--- config.mk ---
export PLATFORM = sky130hd
export DESIGN_NAME = pc_fetch_stage
export DESIGN_NICKNAME = d
export VERILOG_FILES = /design/src/rtl/pc_fetch_stage.sv
export SDC_FILE = /design/constraint.sdc
export NUM_CORES = 1
export LEC_CHECK = 0
export BUFFER_PORTS_ARGS = -buffer_cell sky130_fd_sc_hd__buf_2
export CAP_MARGIN = 25
export CELL_PAD_IN_SITES_DETAIL_PLACEMENT = 0
export CELL_PAD_IN_SITES_GLOBAL_PLACEMENT = 1
export CORE_MARGIN = 4
export CORE_UTILIZATION = 35
export CTS_CLUSTER_DIAMETER = 80
export DETAILED_ROUTE_END_ITERATION = 7
export HOLD_SLACK_MARGIN = 0.05
export MAX_ROUTING_LAYER = met4
export PLACE_DENSITY = 0.7
export SLEW_MARGIN = 5
export SYNTH_ARGS = -nofsm -noshare
export SYNTH_HDL_FRONTEND = slang
export SYNTH_SLANG_ARGS = --single-unit
--- constraint.sdc ---
create_clock -name Clk -period 2.6 [get_ports Clk]
set_input_delay 0.26 -clock Clk [delete_from_list [all_inputs] [get_ports Clk]]
set_output_delay 0.26 -clock Clk [all_outputs]
set_load 0.02 [all_outputs]
--- src/rtl/pc_fetch_stage.sv ---
// Fetch-stage controller: owns the PC, issues instruction-memory requests and
// loads the IF/ID register, with redirect, stall and a one-entry hold buffer.
module pc_fetch_stage #(
   parameter logic [31:0] RESET_PC = 32'h0000_0000
) (
   input  logic        Clk,
   input  logic        Reset,
   input  logic [31:0] PCAddResult,
   input  logic        BranchTaken,
   input  logic [31:0] BranchTarget,
   input  logic        Jump,
   input  logic [31:0] JumpTarget,
   input  logic        Stall,
   input  logic        IMemReady,
   input  logic [31:0] IMemData,
   output logic [31:0] PCResult,
   output logic        IMemReq,
   output logic [31:0] IMemAddr,
   output logic [31:0] IFID_Instr,
   output logic [31:0] IFID_PCPlus4,
   output logic        IFID_Valid
);

   typedef enum logic [1:0] {S_IDLE, S_REQ, S_HOLD} state_t;

   state_t      r_state, w_state_nxt;
   logic [31:0] r_pc, w_pc_nxt;
   logic [31:0] r_instr, w_instr_nxt;
   logic [31:0] r_pc4, w_pc4_nxt;
   logic        r_valid, w_valid_nxt;
   logic [31:0] r_buf_instr, w_buf_instr_nxt;
   logic [31:0] r_buf_pc4, w_buf_pc4_nxt;
   logic        w_redirect;
   logic [31:0] w_target;

   assign w_redirect = BranchTaken | Jump;
   assign w_target   = BranchTaken ? {BranchTarget[31:2], 2'b00}
                                   : {JumpTarget[31:2], 2'b00};

   always_ff @(posedge Clk or negedge Reset) begin
      if (!Reset) begin
         r_state     <= S_IDLE;
         r_pc        <= RESET_PC;
         r_instr     <= 32'h0;
         r_pc4       <= 32'h0;
         r_valid     <= 1'b0;
         r_buf_instr <= 32'h0;
         r_buf_pc4   <= 32'h0;
      end else begin
         r_state     <= w_state_nxt;
         r_pc        <= w_pc_nxt;
         r_instr     <= w_instr_nxt;
         r_pc4       <= w_pc4_nxt;
         r_valid     <= w_valid_nxt;
         r_buf_instr <= w_buf_instr_nxt;
         r_buf_pc4   <= w_buf_pc4_nxt;
      end
   end

   always_comb begin
      w_state_nxt     = r_state;
      w_pc_nxt        = r_pc;
      w_instr_nxt     = r_instr;
      w_pc4_nxt       = r_pc4;
      // No delivery: a stall freezes IF/ID, otherwise decode sees a bubble.
      w_valid_nxt     = Stall ? r_valid : 1'b0;
      w_buf_instr_nxt = r_buf_instr;
      w_buf_pc4_nxt   = r_buf_pc4;
      if (w_redirect) begin
         w_pc_nxt    = w_target;
         w_valid_nxt = 1'b0;
         w_state_nxt = S_REQ;
      end else begin
         case (r_state)
            S_IDLE: w_state_nxt = S_REQ;
            S_REQ: begin
               if (IMemReady && !Stall) begin
                  w_instr_nxt = IMemData;
                  w_pc4_nxt   = PCAddResult;
                  w_valid_nxt = 1'b1;
                  w_pc_nxt    = PCAddResult;
               end else if (IMemReady && Stall) begin
                  w_buf_instr_nxt = IMemData;
                  w_buf_pc4_nxt   = PCAddResult;
                  w_state_nxt     = S_HOLD;
               end
            end
            S_HOLD: begin
               if (!Stall) begin
                  w_instr_nxt = r_buf_instr;
                  w_pc4_nxt   = r_buf_pc4;
                  w_valid_nxt = 1'b1;
                  w_pc_nxt    = r_buf_pc4;
                  w_state_nxt = S_REQ;
               end
            end
            default: w_state_nxt = S_IDLE;
         endcase
      end
   end

   assign IMemReq      = (r_state == S_REQ);
   assign IMemAddr     = r_pc;
   assign PCResult     = r_pc;
   assign IFID_Instr   = r_instr;
   assign IFID_PCPlus4 = r_pc4;
   assign IFID_Valid   = r_valid;

endmodule
======== Yosys cells after proc, flatten, opt, wreduce, memory -nomap -nowiden ========
Index checks and enable logic that the tools add are counted.
cells by class
  equal/unequal tests ..................... 8
  mux-type cells .......................... 18
  bitwise logic cells ..................... 3
  reductions and logical operators ........ 10
operators by type and width
  operator              number
  $mux W32              6
  $pmux W32 S2          2
  $mux W2               4
  $reduce_and A4 Y1     2
  $ne A3 B1 Y1 const B  2
  $ne A3 B3 Y1 const B  2
  $pmux W2 S3           1
  $reduce_and A3 Y1     2
  $mux W1               4
  $reduce_bool A3 Y1    1
  $eq A2 B1 Y1 const B  1
  $eq A2 B2 Y1 const B  1
  $logic_and A1 B1 Y1   2
  $logic_not A2 Y1      1
  $ne A2 B1 Y1 const B  1
  $ne A2 B2 Y1 const B  1
  $not A1 Y1            2
  $pmux W1 S2           1
  $reduce_bool A2 Y1    1
  $logic_not A1 Y1      1
  $or A1 B1 Y1          1
storage, ports and cells
  flip-flop bits (word level) ............. 163
  bits of input ports ..................... 134
  output and inout port bits .............. 130
  logic and storage cells ................. 46

======== Logic depth before layout (Yosys ltp) ========
  depth after elaboration ................. 5
  mapped depth ............................ 9

======== Worst setup path after synthesis ========
Ideal clock, no wire load.
  kind .................................... register to register
  start ................................... register r_state[0]
  end ..................................... register r_instr[0], in the netlist IFID_Instr[0]
  data arrival time ....................... 1.899 ns
  required time ........................... 2.475 ns
  slack ................................... 0.576 ns
  stages on the path, launching flop included .. 8
  clock period less this slack ............ 2.024 ns
  cells stage by stage .................... dfrtp_1 -> inv_1 -> ha_1 -> buf_4 -> buf_4 -> clkbuf_1 -> mux2_2 -> mux2_4
between the ends
  longest elaborated chain between the ends .. 3
  elaborated cells between the ends (all ways) .. 7
  those cells by class .................... 4 x eq/ne; 1 x mux; 2 x reduce/logical
ends and longest elaborated chain
  element                                              line  RTL
  start: declaration                                   26    state_t r_state, w_state_nxt;
  start signal: assignment                             50    r_state <= w_state_nxt;
  $eq A2 B1 Y1 / $eq A2 B2 Y1 (equally long branches)  74    case (r_state)
  $ne A2 B1 Y1 (no line) (tied with other cells)       --
  $reduce_and A4 Y1 (no line)                          --
  end signal: assignment                               52    r_instr <= w_instr_nxt;
  end: declaration                                     28    logic [31:0] r_instr, w_instr_nxt;
Parallel ways exist; a longest one is shown, timed or not.
A chain may end at the register's enable or synchronous reset.

======== Worst setup path after layout ========
  start ................................... register r_state[0]
  end ..................................... register r_instr[23], in the netlist IFID_Instr[23]
The elaborated chain is that of the path after synthesis.

==> run metrics <==
run status finished, final reports clean; Max-Cap Viols 0; Hold Crit Start JumpTarget[22]; slowest CP cell ha_4; Skew-Pair Late Insertion Delay 0.42 ns; HPWL Detailed between 10 and 15 mm; Max-slew headroom roughly 37%; syn avg cell area 13.6 um^2; Synth area leaders dfrtp_1, mux2_2, mux2_4, o21ai_0, buf_4; first-pass GRT wire length around 31 mm; count of state elements after synthesis 163; clock slew at reported path FFs around 0.06 ns; Slew @ Worst Pin around 0.94 ns; largest net degree at the start of global routing slightly above 100; register area approximately 4000 um^2; number of global-route vias before repair about 5500; Final Setup Violations 0; Vias/cell 4.82; Row Count 54; GP Congestion between 0.7 and 0.8; IO buf count about 260; Leak between 4 and 5 nW; Peak VDD IR 0.382 mV; share of cells above drive strength 1 ~62%; final worst path period share 84.3%; multi-input gate area in the final layout approximately 3300 um^2; commonest cells after routing, fill and taps aside buf_2, dfrtp_1, mux2_2; starting density of the core 35.8%; Synth warnings 0; Synth top area share between 50% and 60%; min-delay worst type primary input to flop; Die ar. ~25000 um^2; total grt overflow 0; final wirelength 20.2 mm; TNS Setup 0 ns; Clock Sink Count about 160; All-Layer GR Usage 16.6%; core area 22000 um^2; FF-to-FF Start r_state[0]; post-CTS setup buffers 0; final number of max-transition violations 0; Syn Inst Count 580; Reg2Reg Depth 6; via count ~5300; NumNets Final around 950; Worst Path Required between 2 and 3 ns; CP bufs+invs 2; Layout fillers roughly 2100; Ports between 200 and 300; Die Y about 160 um; RSZ-0062 raised after global routing no; DIE WIDTH between 150 and 200 um; Mapped Nets 720; critical path's top delay family buffers and inverters; fmax 456 MHz; leading area contributor after synthesis dfrtp_1; routed len/inst roughly 18 um; # DRC 0; CP Class flop to flop; H-tree Lvls 4; top_reg_cell synth dfrtp_1; commonest non-fill, non-tap cell in the layout buf_2; worst-case clock buffer depth 2; Cell variety after synth 29; Worst Path Arrival ~2.5 ns; Worst Hold Path EP IMemAddr[22]; sequential fraction of the synthesis area approximately half; Hold Vio Cnt, Final 0; area grow syn2layout 26.4%; initial antenna violation count 3; Clock Tree Root clkbuf_16; Post-synth ARST share 100%; Pre-antenna DRT Iters 4; DRT iter0 DRCs 231; Worst R2R End IFID_Instr[23]; synthesized cell area between 7000 and 8000 um^2; pre-CTS setup slack roughly 0.38 ns; TritonCTS buffer count 17; crit path cell chain inv_1, ha_4, nand2_1, o2111ai_4, buf_12, mux2_2; remaining antenna violation count after routing 0; Final min period 2.19 ns; Pwr per Cell Area around 850 nW/um^2; Worst setup EP type flop; Final Skew just over 0.008 ns; Worst Setup Start Kind flop; Crit path largest cell delay between 0.4 and 0.5 ns; r2r setup slk between 0.4 and 0.5 ns; number of synthesized flops with an enable pin 0; Worst Setup Slack, final ~0.41 ns; CTS tree yes; largest fanout on the critical path 33; WHS Path Cells 3
cell families (layout without fill, tap and decap cells):
kind of cell | after synthesis | in the layout | share of synthesized area (%)
and+or+nand+nor | 44 | 44 | 2.45
DFF | 163 | 163 | 51.9
other | 0 | 3 | 0
adders and majority gates | 6 | 6 | 0.955
muxes | 194 | 194 | 30.6
buffers and inverters | 72 | 314 | 6.22
AOI/OAI and AO/OA | 101 | 101 | 7.86
where the power goes:
group | total, mW | internal (mW) | switching (mW)
combinational | 2.23 | 1.07 | 1.15
clock | 2.67 | 1.62 | 1.05
sequential | 3.49 | 3.16 | 0.332
cells in the mapped netlist, types with 2 or more instances:
cell type,instances
clkbuf_1,18
buf_4,34
inv_1,2
mux2_4,60
mux2i_1,2
ha_1,6
o21ai_0,59
o211ai_1,2
nor2_1,32
a21oi_1,3
nand2_1,4
nor3_1,2
a22oi_1,30
dfrtp_1,163
buf_2,7
buf_6,11
mux2_2,132
o22ai_1,2
metrics by stage:
step / cells / total power [mW] / hold WS [ns] / util [%] / cell area, um^2
after floorplan: 580 / 5.00 / -0.0356 / - / 7860
after global placement: 1066 / 5.74 / 0.177 / 42.2 / 9260
after detailed placement: 1066 / 5.78 / 0.176 / 42.2 / 9260
after CTS: 1102 / 8.51 / 0.0512 / 45.2 / 9930
after global routing: 1105 / 8.85 / 0.0606 / 45.2 / 9930
final: 1105 / 8.39 / 0.0740 / 45.2 / 9930
sequential cells by signal (all words and copies together), names as in the netlist:
signal,count
r_state,2
r_buf_instr,32
IFID_PCPlus4,32
r_buf_pc4,32
IFID_Valid,1
IFID_Instr,32
IMemAddr,32
worst max path at each step:
stage / from / cells past startpoint / end / slack (ns)
global route: r_state[0] / 6 / IMemAddr[27] / 0.27
CTS: r_state[0] / 6 / IFID_Instr[23] / 0.38
detailed placement: r_state[0] / 6 / IFID_Instr[23] / 0.38
floorplan: r_state[0] / 7 / IFID_Instr[0] / 0.58
finish: r_state[0] / 6 / IFID_Instr[23] / 0.41
global placement: r_state[0] / 6 / IFID_Instr[24] / 0.42
layout make-up:
| cell class | count | area share [%] |
|---|---|---|
| repair buffers | 280 | 15.6 |
| multi-input cells | 345 | 33.4 |
| well taps | 280 | 3.53 |
| inverters | 2 | 0.0756 |
| flip-flops and latches | 163 | 41.1 |
| diodes | 3 | 0.0756 |
| clock inverters | 10 | 1.46 |
| clock buffers | 22 | 4.87 |
metal layers:
metal	share of wire, %	track usage (%)	up-vias
met3	7.9	5.11	12
li1	-	-	2508
met4	0.81	3.85	0
met2	47	25.7	176
met1	44	21.4	2633
met5	0	-	-
repair_timing:
action | CTS | global route
hold buffers | 4 | 0
resized for setup | 0 | 0
endpoints found under the hold margin | 35 | 0
tightest hold or removal path, delay by kind of cell:
kind,cells,cell delay (ns)
AOI/OAI and AO/OA,2,0.11
buffers and inverters,1,0.08
(Power assumes the default switching activity.)
